File: config.mk
export PLATFORM = sky130hd
export DESIGN_NAME = hack_cpu_flat
export DESIGN_NICKNAME = d
export VERILOG_FILES = /design/src/rtl/hack_cpu_if.sv /design/src/rtl/hack_cpu.sv /design/src/flat_wrapper.sv
export SDC_FILE = /design/constraint.sdc
export NUM_CORES = 1
export LEC_CHECK = 0
export ABC_AREA = 1
export CAP_MARGIN = 15
export CORE_UTILIZATION = 56
export CTS_CLUSTER_SIZE = 40
export DETAILED_ROUTE_END_ITERATION = 6
export GPL_TIMING_DRIVEN = 0
export PLACE_DENSITY_LB_ADDON = 0.25
export SYNTH_ARGS = -nofsm -noshare
export SYNTH_HDL_FRONTEND = slang
export SYNTH_HIERARCHICAL = 1
export SYNTH_SLANG_ARGS = --single-unit
File: constraint.sdc
create_clock -name clk -period 6.7 [get_ports clk]
set_input_delay 1.34 -clock clk [delete_from_list [all_inputs] [get_ports clk]]
set_output_delay 1.34 -clock clk [all_outputs]
set_load 0.01 [all_outputs]
File: src/rtl/hack_cpu_if.sv
// Hack CPU memory-side bus: instruction ROM fetch port plus data RAM/MMIO port.
// Latency: purely combinational signals; the CPU samples them on its clock edge.
// Backpressure: mem_ready low holds the current data access until it completes.
interface hack_cpu_if #(
  parameter int PC_WIDTH = 15
);
  // Instruction fetch: instr is the ROM word at address pc, valid in the same cycle.
  logic [15:0]         instr;
  logic [PC_WIDTH-1:0] pc;

  // Data access: inM is valid combinationally for addressM; mem_ready completes it.
  logic [15:0]         inM;
  logic                mem_ready;
  logic [PC_WIDTH-1:0] addressM;
  logic [15:0]         outM;
  logic                writeM;
  logic                readM;

  // CPU side.
  modport master (
    input  instr, inM, mem_ready,
    output pc, addressM, outM, writeM, readM
  );

  // Memory side.
  modport slave (
    output instr, inM, mem_ready,
    input  pc, addressM, outM, writeM, readM
  );
endinterface

File: src/rtl/hack_cpu.sv
// Hack CPU core (A, D, PC registers around the c_ALU datapath); optional tight-loop
// halt detection is enabled by defining HACK_HALT_DETECT_EN.
// Latency: one instruction per cycle; a data access stalls while mem_ready is low.

// Hack ALU: zero/negate each operand, add or AND, optionally negate the result.
// Latency: combinational.
// Backpressure: none.
module c_ALU (
  input  logic [15:0] x,
  input  logic [15:0] y,
  input  logic        zx,
  input  logic        nx,
  input  logic        zy,
  input  logic        ny,
  input  logic        f,
  input  logic        no,
  output logic [15:0] out,
  output logic        zr,
  output logic        ng
);
  logic [15:0] x_z, x_n, y_z, y_n, f_out;

  // Operand conditioning, function select and output negation.
  always_comb begin
    x_z   = zx ? 16'h0000 : x;
    x_n   = nx ? ~x_z : x_z;
    y_z   = zy ? 16'h0000 : y;
    y_n   = ny ? ~y_z : y_z;
    f_out = f ? (x_n + y_n) : (x_n & y_n);
    out   = no ? ~f_out : f_out;
    zr    = (out == 16'h0000);
    ng    = out[15];
  end
endmodule

// Hack CPU core: fetch/decode/execute of the 16-bit Hack ISA.
// Latency: single-cycle commit; strobes and address are combinational from instr and A.
// Backpressure: readM/writeM with mem_ready low stalls all state; ce low freezes the core.
module hack_cpu #(
  parameter int PC_WIDTH = 15,
  parameter int RESET_PC = 0
) (
  input  logic              clk,
  input  logic              reset_n,
  input  logic              ce,
  hack_cpu_if.master        bus,
  output logic [15:0]       a_reg,
  output logic [15:0]       d_reg,
  output logic              halted
);
  localparam logic [PC_WIDTH-1:0] RST_PC  = PC_WIDTH'(RESET_PC);
  localparam logic [PC_WIDTH-1:0] PC_ONE  = PC_WIDTH'(1);

  // Architectural state.
  logic [15:0]         a_q;
  logic [15:0]         d_q;
  logic [PC_WIDTH-1:0] pc_q;
  logic                halt_q;

  // Decoded instruction fields.
  logic                is_c;
  logic                a_sel;
  logic                dst_a, dst_d, dst_m;
  logic                j_lt, j_eq, j_gt;

  // Datapath.
  logic [15:0]         alu_y;
  logic [15:0]         alu_out;
  logic                alu_zr;
  logic                alu_ng;

  // Control.
  logic                active;
  logic                rd_stb;
  logic                wr_stb;
  logic                stall;
  logic                commit;
  logic                take;
  logic [PC_WIDTH-1:0] pc_inc;
  logic [PC_WIDTH-1:0] pc_nxt;

  // Bits 14:13 of a C-instruction carry no meaning.
  logic                unused_bits;
  assign unused_bits = &{1'b0, bus.instr[14:13]};

  // Field decode of the current instruction word.
  always_comb begin
    is_c  = bus.instr[15];
    a_sel = bus.instr[12];
    dst_a = bus.instr[5];
    dst_d = bus.instr[4];
    dst_m = bus.instr[3];
    j_lt  = bus.instr[2];
    j_eq  = bus.instr[1];
    j_gt  = bus.instr[0];
  end

  // ALU y operand: memory when the a-bit is set, otherwise the A register.
  always_comb begin
    alu_y = a_sel ? bus.inM : a_q;
  end

  c_ALU u_alu (
    .x   (d_q),
    .y   (alu_y),
    .zx  (bus.instr[11]),
    .nx  (bus.instr[10]),
    .zy  (bus.instr[9]),
    .ny  (bus.instr[8]),
    .f   (bus.instr[7]),
    .no  (bus.instr[6]),
    .out (alu_out),
    .zr  (alu_zr),
    .ng  (alu_ng)
  );

  // Strobes, stall and next-pc selection; reset forces the strobes low immediately.
  always_comb begin
    active = ce & ~halt_q;
    rd_stb = reset_n & active & is_c & a_sel;
    wr_stb = reset_n & active & is_c & dst_m;
    stall  = (rd_stb | wr_stb) & ~bus.mem_ready;
    commit = active & ~stall;
    take   = is_c & ((j_lt & alu_ng) | (j_eq & alu_zr) | (j_gt & ~alu_ng & ~alu_zr));
    pc_inc = pc_q + PC_ONE;
    // Jump target is the A value before any same-cycle A update.
    pc_nxt = take ? a_q[PC_WIDTH-1:0] : pc_inc;
  end

  // Register update: one commit per instruction, held while stalled or disabled.
  always_ff @(posedge clk or negedge reset_n) begin
    if (!reset_n) begin
      a_q  <= 16'h0000;
      d_q  <= 16'h0000;
      pc_q <= RST_PC;
    end else if (commit) begin
      if (!is_c) begin
        a_q <= {1'b0, bus.instr[14:0]};
      end else begin
        if (dst_a) a_q <= alu_out;
        if (dst_d) d_q <= alu_out;
      end
      pc_q <= pc_nxt;
    end
  end

`ifdef HACK_HALT_DETECT_EN
  logic                prev_was_a_vld;
  logic [PC_WIDTH-1:0] prev_was_a_at;
  logic                loop_hit;

  // A taken jump back onto the A-instruction just before it is a "@x; 0;JMP" spin.
  always_comb begin
    loop_hit = is_c & take & prev_was_a_vld
             & (pc_nxt == pc_q - PC_ONE)
             & (prev_was_a_at == pc_q - PC_ONE);
  end

  // Remember where the last committed A-instruction lived; latch halt until reset.
  always_ff @(posedge clk or negedge reset_n) begin
    if (!reset_n) begin
      prev_was_a_vld <= 1'b0;
      prev_was_a_at  <= RST_PC;
      halt_q         <= 1'b0;
    end else if (commit) begin
      if (!is_c) begin
        prev_was_a_vld <= 1'b1;
        prev_was_a_at  <= pc_q;
      end
      if (loop_hit) halt_q <= 1'b1;
    end
  end
`else
  assign halt_q = 1'b0;
`endif

  // Outputs.
  always_comb begin
    bus.pc       = pc_q;
    bus.addressM = a_q[PC_WIDTH-1:0];
    bus.outM     = alu_out;
    bus.writeM   = wr_stb;
    bus.readM    = rd_stb;
    a_reg        = a_q;
    d_reg        = d_q;
    halted       = halt_q;
  end
endmodule

File: src/flat_wrapper.sv
// flat-port wrapper written by rule: the top's interface ports become plain ports
module hack_cpu_flat 
#(
  parameter int PC_WIDTH = 15,
  parameter int RESET_PC = 0
)
  (clk, reset_n, ce, a_reg, d_reg, halted, bus_instr, bus_inM, bus_mem_ready, bus_pc, bus_addressM, bus_outM, bus_writeM, bus_readM);
  hack_cpu_if #(.PC_WIDTH(PC_WIDTH)) bus_i ();
  input  logic clk;
  input  logic reset_n;
  input  logic ce;
  output logic [15:0] a_reg;
  output logic [15:0] d_reg;
  output logic halted;
  input wire logic [$bits(bus_i.instr)-1:0] bus_instr;
  input wire logic [$bits(bus_i.inM)-1:0] bus_inM;
  input wire logic [$bits(bus_i.mem_ready)-1:0] bus_mem_ready;
  output wire logic [$bits(bus_i.pc)-1:0] bus_pc;
  output wire logic [$bits(bus_i.addressM)-1:0] bus_addressM;
  output wire logic [$bits(bus_i.outM)-1:0] bus_outM;
  output wire logic [$bits(bus_i.writeM)-1:0] bus_writeM;
  output wire logic [$bits(bus_i.readM)-1:0] bus_readM;
  assign bus_i.instr = bus_instr;
  assign bus_i.inM = bus_inM;
  assign bus_i.mem_ready = bus_mem_ready;
  assign bus_pc = bus_i.pc;
  assign bus_addressM = bus_i.addressM;
  assign bus_outM = bus_i.outM;
  assign bus_writeM = bus_i.writeM;
  assign bus_readM = bus_i.readM;
  hack_cpu #(.PC_WIDTH(PC_WIDTH), .RESET_PC(RESET_PC)) u_core (.clk(clk), .reset_n(reset_n), .ce(ce), .bus(bus_i), .a_reg(a_reg), .d_reg(d_reg), .halted(halted));
endmodule
# Word level (Yosys, flattened, before mapping)
# Cells that the tools add are included.
# classes
n_addsub	2
eq_ne	1
n_mux	10
bitwise	22
reduce_logical	3
# op_table
op	n
$mux W16	9
$not A16 Y16	3
$add A16 B16 Y16	1
$and A16 B16 Y16	1
$logic_not A16 Y1	1
$add A15 B1 Y15 const B	1
$mux W15	1
$and A1 B1 Y1	11
$not A1 Y1	4
$or A1 B1 Y1	3
$reduce_and A3 Y1	1
$ne A2 B2 Y1 const B	1
$reduce_and A2 Y1	1
# totals
reg_bits	47
inputBits	36
out_inout_bits	81
word_cells	41

# Logic depth before layout (Yosys ltp)
# Gate-level depths: netlist of run 1.
# logic_depth
word_depth	14
depth_mapped	33
ltp_nobuf	30

# Cells and area by module
# The synthesis of run 1 kept the hierarchy.
# by_module_without_submodules
module	n_inst	cells_per_inst	area_per_inst_um2	seq_area_each_um2
hack_cpu	1	439	2940.3	1176.1
c_ALU	1	419	2089.5	0.0

# Worst setup path before layout of run 1
# Ideal clock, no wire load.
# synth_path
kind	in2out
startpoint	input bus_instr[12]
endpoint	output bus_outM[10]
arrival_time_ns	3.551
t_required_ns	5.360
setup_slack_ns	1.809
path_stages	20
n_path_buf	2
path_cell_list	buf_2 clkbuf_1 nand2_1 o21ai_0 nand2_1 xor2_1 inv_1 ha_1 fa_1 nand3_1 nand3_2 nand2_1 nand2_2 nand2_1 nand2_1 nand2_1 nand3_1 nand2_1 nand2_1 nand2_1
# synth_via
elab_chain_cells	8
elab_cells_between_ends	9
cone_classes	1 x add/sub; 5 x mux; 3 x bitwise
# synth_lines
item	line_no	source
start: declaration	flat_wrapper.sv:15	input wire logic [$bits(bus_i.instr)-1:0] bus_instr;
$mux W16 (*)	hack_cpu.sv:100	alu_y = a_sel ? bus.inM : a_q;
via u_core.alu_y[0]	hack_cpu.sv:67	logic [15:0] alu_y;
$mux W16 (*)	hack_cpu.sv:27	y_z = zy ? 16'h0000 : y;
$not A16 Y16	hack_cpu.sv:28	y_n = ny ? ~y_z : y_z;
$mux W16 (*)	hack_cpu.sv:28	
$add A16 B16 Y16 (*)	hack_cpu.sv:29	f_out = f ? (x_n + y_n) : (x_n & y_n);
$mux W16 (*)	hack_cpu.sv:29	
$not A16 Y16	hack_cpu.sv:30	out = no ? ~f_out : f_out;
$mux W16 (*)	hack_cpu.sv:30	
end: declaration	flat_wrapper.sv:20	output wire logic [$bits(bus_i.outM)-1:0] bus_outM;
# The timed path passes the listed nets; every way through them passes the cells marked *.

# Worst setup path in the final report of run 1
# layout_path
startpoint	input bus_instr[10]
endpoint	output bus_outM[10]
# layout_via
elab_chain_cells	5
elab_cells_between_ends	6
cone_classes	1 x add/sub; 3 x mux; 2 x bitwise
# layout_lines
item	line_no	source
$mux W16 (*)	hack_cpu.sv:26	x_n = nx ? ~x_z : x_z;
$add A16 B16 Y16 or $and A16 B16 Y16 (tied branches)	hack_cpu.sv:29	
$mux W16 (*)	hack_cpu.sv:29	
$not A16 Y16	hack_cpu.sv:30	
$mux W16 (*)	hack_cpu.sv:30	
# Every way passes the cells marked *; elsewhere a longest branch is shown, timed or not.

==> results of run 1 <==
## cell type report
| type | instances | share of cell area [%] |
|---|---|---|
| buffer | 46 | 4.84 |
| clock buffer | 8 | 1.56 |
| inverter | 120 | 7.07 |
| sequential | 47 | 18.4 |
| timing repair buffer | 114 | 17.9 |
| tap | 108 | 2.11 |
| multi-input combinational | 644 | 48.2 |
## cell families (layout without fill, tap and decap cells)
family	after synthesis	count (layout)	synth area share [%]
other	1	1	0.0746
adder cells (fa/ha/maj)	18	18	4.63
flip-flops	47	47	23.4
AO/OA/AOI/OAI	35	35	3.86
buffers and inverters	167	288	15.2
XOR/XNOR	37	37	6.44
AND/OR/NAND/NOR	553	553	46.4
## worst max-delay path, cell delays in order
cell,delay (ps)
clkdlybuf4s50_1,530
clkbuf_1,420
buf_2,410
xnor2_1,130
ha_1,280
fa_1,430
nand3_1,130
nand3_2,100
nand2_1,100
nand2_2,90
nand2_1,80
nand2_1,50
nand2_1,50
nand3_1,100
nand2_1,80
nand2_1,40
nand2_1,170
clkdlybuf4s50_1,570
## power by group
| part | switching, uW | total, uW | internal [uW] | leakage (uW) |
|---|---|---|---|---|
| combinational | 575 | 1050 | 475 | 0.00287 |
| sequential | 97.9 | 455 | 357 | 0.000589 |
| clock | 95.8 | 190 | 94.4 | 0.0000515 |
| total | 769 | 1690 | 926 | 0.00351 |
## cells in the final DEF, fill, tap and decap left out, types with 17 or more instances in the layout
| master | n |
|---|---|
| nand2_1 | 373 |
| inv_1 | 114 |
| clkdlybuf4s50_1 | 112 |
| nand3_1 | 106 |
| dfrtp_1 | 47 |
| nor2_1 | 38 |
| xor2_1 | 34 |
| o21ai_0 | 25 |
| buf_4 | 22 |
| ha_1 | 17 |
## cell usage after synthesis (2+ instances only)
cell | instances | share of area, %
nand3_2 | 3 | 0.60
nor2_2 | 3 | 0.37
clkbuf_4 | 2 | 0.30
nand2_4 | 2 | 0.45
nand4_1 | 11 | 1.4
xor2_1 | 34 | 5.9
inv_1 | 114 | 8.5
clkbuf_1 | 11 | 0.82
buf_2 | 8 | 0.80
ha_1 | 17 | 4.2
o21ai_0 | 25 | 2.5
clkinv_1 | 3 | 0.22
nand3b_1 | 3 | 0.45
nand3_1 | 106 | 11
nand2_1 | 373 | 28
buf_4 | 22 | 3.3
inv_2 | 2 | 0.15
nor2_1 | 38 | 2.8
a21oi_1 | 8 | 0.80
clkbuf_8 | 3 | 0.82
dfrtp_1 | 47 | 23
xnor2_1 | 3 | 0.52
nand2_2 | 8 | 1.0
## through the flow
stage | setup WS [ps] | hold WS, ps | instance area [um^2] | std cells
after floorplan | 1810 | 524 | 5030 | 858
after global placement | 391 | 487 | 6300 | 1079
after detailed placement | 293 | 488 | 6310 | 1080
after CTS | 275 | 512 | 6410 | 1088
after global routing | 67.1 | 546 | 6410 | 1087
final | 258 | 513 | 6410 | 1087
## how the worst min path moves through the flow
stage                        to  slack, ps  cells past startpoint
3_3_place_gp    u_core/d_reg[9]        490                      2
4_1_cts         u_core/d_reg[2]        510                      2
3_5_place_dp    u_core/d_reg[2]        490                      2
6_report        u_core/d_reg[2]        510                      2
2_1_floorplan  u_core/a_reg[15]        520                      2
5_1_grt         u_core/d_reg[3]        550                      2
## layer usage
| metal | part of all wire (%) | routed length [um] | GRT usage, % |
|---|---|---|---|
| met1 | 44 | 6630 | 46.6 |
| met2 | 44 | 6640 | 50.7 |
| met3 | 11 | 1650 | 5.92 |
| met4 | 1.7 | 257 | 7.35 |
| met5 | 0 | 0 | 0 |
==> flow_summary.ini, run 1 <==
[power]
powerDensity_nw_per_um2 = 264
fin_total_pwr_uw = 1690
peakVddDrop_uv = 150
p_leak_uw = 0.00351

[grt]
grt_pass1_vias = 5188
overflow = 0
grt_antenna_before_repair = 0
grt_max_degree = 40
grtUsageTotal_pct = 32.5
grt_pass1_wl_mm = 24.9

[detailed_routing]
vias = 5860
vias_per_cell = 5.39
drt_pre_antenna_iters = 5
wire_per_inst_um = 14.0
drt-total-wl_mm = 15.2
ant_nets = 0
first_iter_violations = 471
drc_errors = 0

[run_status]
status = finished clean

[die]
ioPinCount = 117
core-area_um2 = 8720
die_width_um = 96.8
initial_core_util_pct = 57.7
rows = 34
fp.dieArea_um2 = 9360
die-height_um = 96.8

[critical_path]
reg2reg_slack_ps = 2380
cp.arrival_ps = 5100
startpoint_type = input pin
crit_fanout = 10
startpoint = bus_instr[10]
cp.required_ps = 5360
cp-end-kind = output port
endpoint = bus_outM[10]
regToRegStartpoint = u_core/a_reg[0]
r2r-end = u_core/bus.pc[8]
r2r.worst_path.cells = 28
path_class = input pin to output port

[clock_tree]
root_buffer = clkbuf_8
worstSkewPairLatency_ps = 300
cts_max_path_buffers = 2
post_cts_resize_count = 0
ctsHoldBuffers = 0
cts-buffers-inserted = 5
cts_tree = yes
htree_levels = 2
postCtsSetupBuffers = 0
clkSinkCount = 47
cts.reportedPaths.clkPinSlew_ps = 90

[synth]
postSynth.asyncResetShare_pct = 100
syn_inst = 858
synth_edf_count = 0
synth_flop_cell = dfrtp_1
synth_cell_types = 35
synth_area_um2 = 5030
synth_seq_cells = 47
ys_seq_area_share_pct = 23.4
yosysWarningCount = 6
synth.net_count = 912
syn_area_per_cell_um2 = 5.86

[finish]
final_core_util_pct = 73.5
num_antenna_cells = 0
syn2layout_area_growth_pct = 27.4
multi_input_area_um2 = 3090
ff_latch_area_um2 = 1180
final_nets = 1032
fill_cells = 746
drive_gt1_share_pct = 6.95

[worst_hold_path]
hold_path.class = flip-flop to flip-flop
min-delay-start = u_core/d_reg[2]

[timing]
finalHoldViolations = 0
drv_slew = 0
final.setup.tns_ps = 0
maxSlewHeadroom_pct = 63.5
tightest_slew_ps = 548
fin_crit_ps = 6440
timing.final.crit_share_pct = 96.1
rsz0062_at_grt = false
finClkSkew_ps = 5.56
fmax_ghz = 0.155
finalSetupViolations = 0

[place]
portBuffers = 113
gp_congestion = 0.923
dp_hpwl_mm = 12.1

[run]
max_cap_viol_count = 0
Power figures use the tool's default switching activity.
==> run 2: changes to the inputs <==
Settings changed: CAP_MARGIN 15 to 20, CTS_CLUSTER_DIAMETER set to 40.
==> results of run 2 <==
The final DEF is identical to that of run 1; final timing and power are the same.
==> run 3: changes to the inputs <==
Settings changed: CTS_BUF_LIST set to sky130_fd_sc_hd__clkbuf_16.
==> flow_summary.ini, run 3 (synthesis gave the netlist of run 1 again) <==
[critical_path]
startpoint = bus_instr[10]
path_class = input pin to output port
cp.required_ps = 5360
crit_fanout = 10
regToRegStartpoint = u_core/a_reg[0]
cp-end-kind = output port
startpoint_type = input pin
cp.arrival_ps = 5100

[finish]
syn2layout_area_growth_pct = 28.1
final_nets = 1032
layout_commonest_cell = nand2_1
post_layout_nonfiller_instances = 1087
final_cell_mix = nand2_1, inv_1, clkdlybuf4s50_1
drive_gt1_share_pct = 6.74
num_antenna_cells = 0
fill_cells = 736

[power]
peakVddDrop_uv = 151
p_comb_share_pct = 60.2
powerDensity_nw_per_um2 = 270
p_leak_uw = 0.00353
p_switching_uw = 775
pwr-share-seq_pct = 26.2
swShare_pct = 44.5
fin_total_pwr_uw = 1740
p_clk_share_pct = 13.7
internal_power_uw = 967

[timing]
rsz0062_at_grt = false
finClkSkew_ps = 5.50
worst_slack_ps = 263
timing.final.crit_share_pct = 96.1
holdWs_ps = 511
fmax_ghz = 0.155
finalSetupViolations = 0
maxSlewHeadroom_pct = 62.2
finalHoldViolations = 0
final.setup.tns_ps = 0
drv_slew = 0
fin_crit_ps = 6440
tightest_slew_ps = 566

[detailed_routing]
top_layer = met4
wl_met3_mm = 1.67
drt-total-wl_mm = 15.2
drt_pre_antenna_iters = 5
first_iter_violations = 450
wl_met1_mm = 6.56
vias = 5852
wire_per_inst_um = 14.0
drc_errors = 0
ant_nets = 0
vias_per_cell = 5.38
route.met2.wl_mm = 6.76

[run_status]
status = finished clean

[place]
gp_congestion = 0.923
dp_hpwl_mm = 12.1
placedCellCount = 1080
post-place-ws_ps = 293
portBuffers = 113

[die]
fp.dieArea_um2 = 9360
initial_core_util_pct = 57.7
die_width_um = 96.8
ioPinCount = 117
core-area_um2 = 8720
die-height_um = 96.8
rows = 34

[clock_tree]
htree_levels = 2
postCtsSetupBuffers = 0
cts_max_path_buffers = 2
cts_tree = yes
clkSinkCount = 47
cts.reportedPaths.clkPinSlew_ps = 60
worstSkewPairLatency_ps = 290
cts-buffers-inserted = 5
post_cts_resize_count = 0
ctsHoldBuffers = 0
root_buffer = clkbuf_16

[worst_hold_path]
min-delay-start = u_core/d_reg[2]
hold_path.class = flip-flop to flip-flop

[grt]
grt_pass1_wl_mm = 25.0
grtUsageTotal_pct = 32.7
grt_pass1_vias = 5180
grt_max_degree = 40
grt_antenna_before_repair = 0
overflow = 0

[run]
max_cap_viol_count = 0
[run 3: cell type report]
| cell class | instances | area (um^2) | share of cell area [%] |
|---|---|---|---|
| multi-input cells | 644 | 3090 | 47.9 |
| clock inverters | 3 | 11.3 | 0.175 |
| flip-flops and latches | 47 | 1180 | 18.3 |
| repair buffers | 114 | 1150 | 17.8 |
| well taps | 108 | 135 | 2.10 |
| inverters | 120 | 453 | 7.03 |
| clock buffers | 5 | 125 | 1.94 |
| plain buffers | 46 | 310 | 4.82 |
[run 3: final timing paths]
path	end	slack, ps	depth (start not counted)
setup reg to reg	u_core/bus.pc[8]	2390	28
hold / removal	u_core/d_reg[2]	510	2
hold reg to reg	u_core/d_reg[2]	510	2
min in group asynchronous	u_core/bus.pc[11]	920	1
setup / recovery	bus_outM[10]	260	18
max in group asynchronous	u_core/a_reg[8]	5290	2
[run 3: metrics by stage]
| stage | area, um^2 | utilization (%) |
|---|---|---|
| finish | 6440 | 73.9 |
| global route | 6440 | 73.9 |
| CTS | 6450 | 73.9 |
| detailed placement | 6310 | 72.4 |
| global placement | 6300 | 72.2 |
| floorplan | 5030 | - |
[run 3: metal layers]
layer | global-route usage, % | up-vias
met5 | 0 | -
met3 | 6.07 | 25
met1 | 46.5 | 2665
li1 | - | 2859
met2 | 51.5 | 303
met4 | 7.69 | 0
[run 3: worst max-delay path: stages]
cell             delay (ps)
clkdlybuf4s50_1         520
clkbuf_1                420
buf_2                   410
xnor2_1                 120
ha_1                    280
fa_1                    430
nand3_1                 130
nand3_2                 100
nand2_1                 100
nand2_2                  90
nand2_1                  80
nand2_1                  50
nand2_1                  50
nand3_1                 100
nand2_1                  80
nand2_1                  40
nand2_1                 170
clkdlybuf4s50_1         570
[run 3: power by group through the flow]
stage | clock network [uW] | logic [uW] | registers (uW)
2_1_floorplan | 0 | 594 | 469
3_3_place_gp | 0 | 1010 | 458
3_5_place_dp | 0 | 1030 | 459
4_1_cts | 239 | 1040 | 455
5_1_grt | 251 | 1160 | 468
6_report | 238 | 1050 | 456
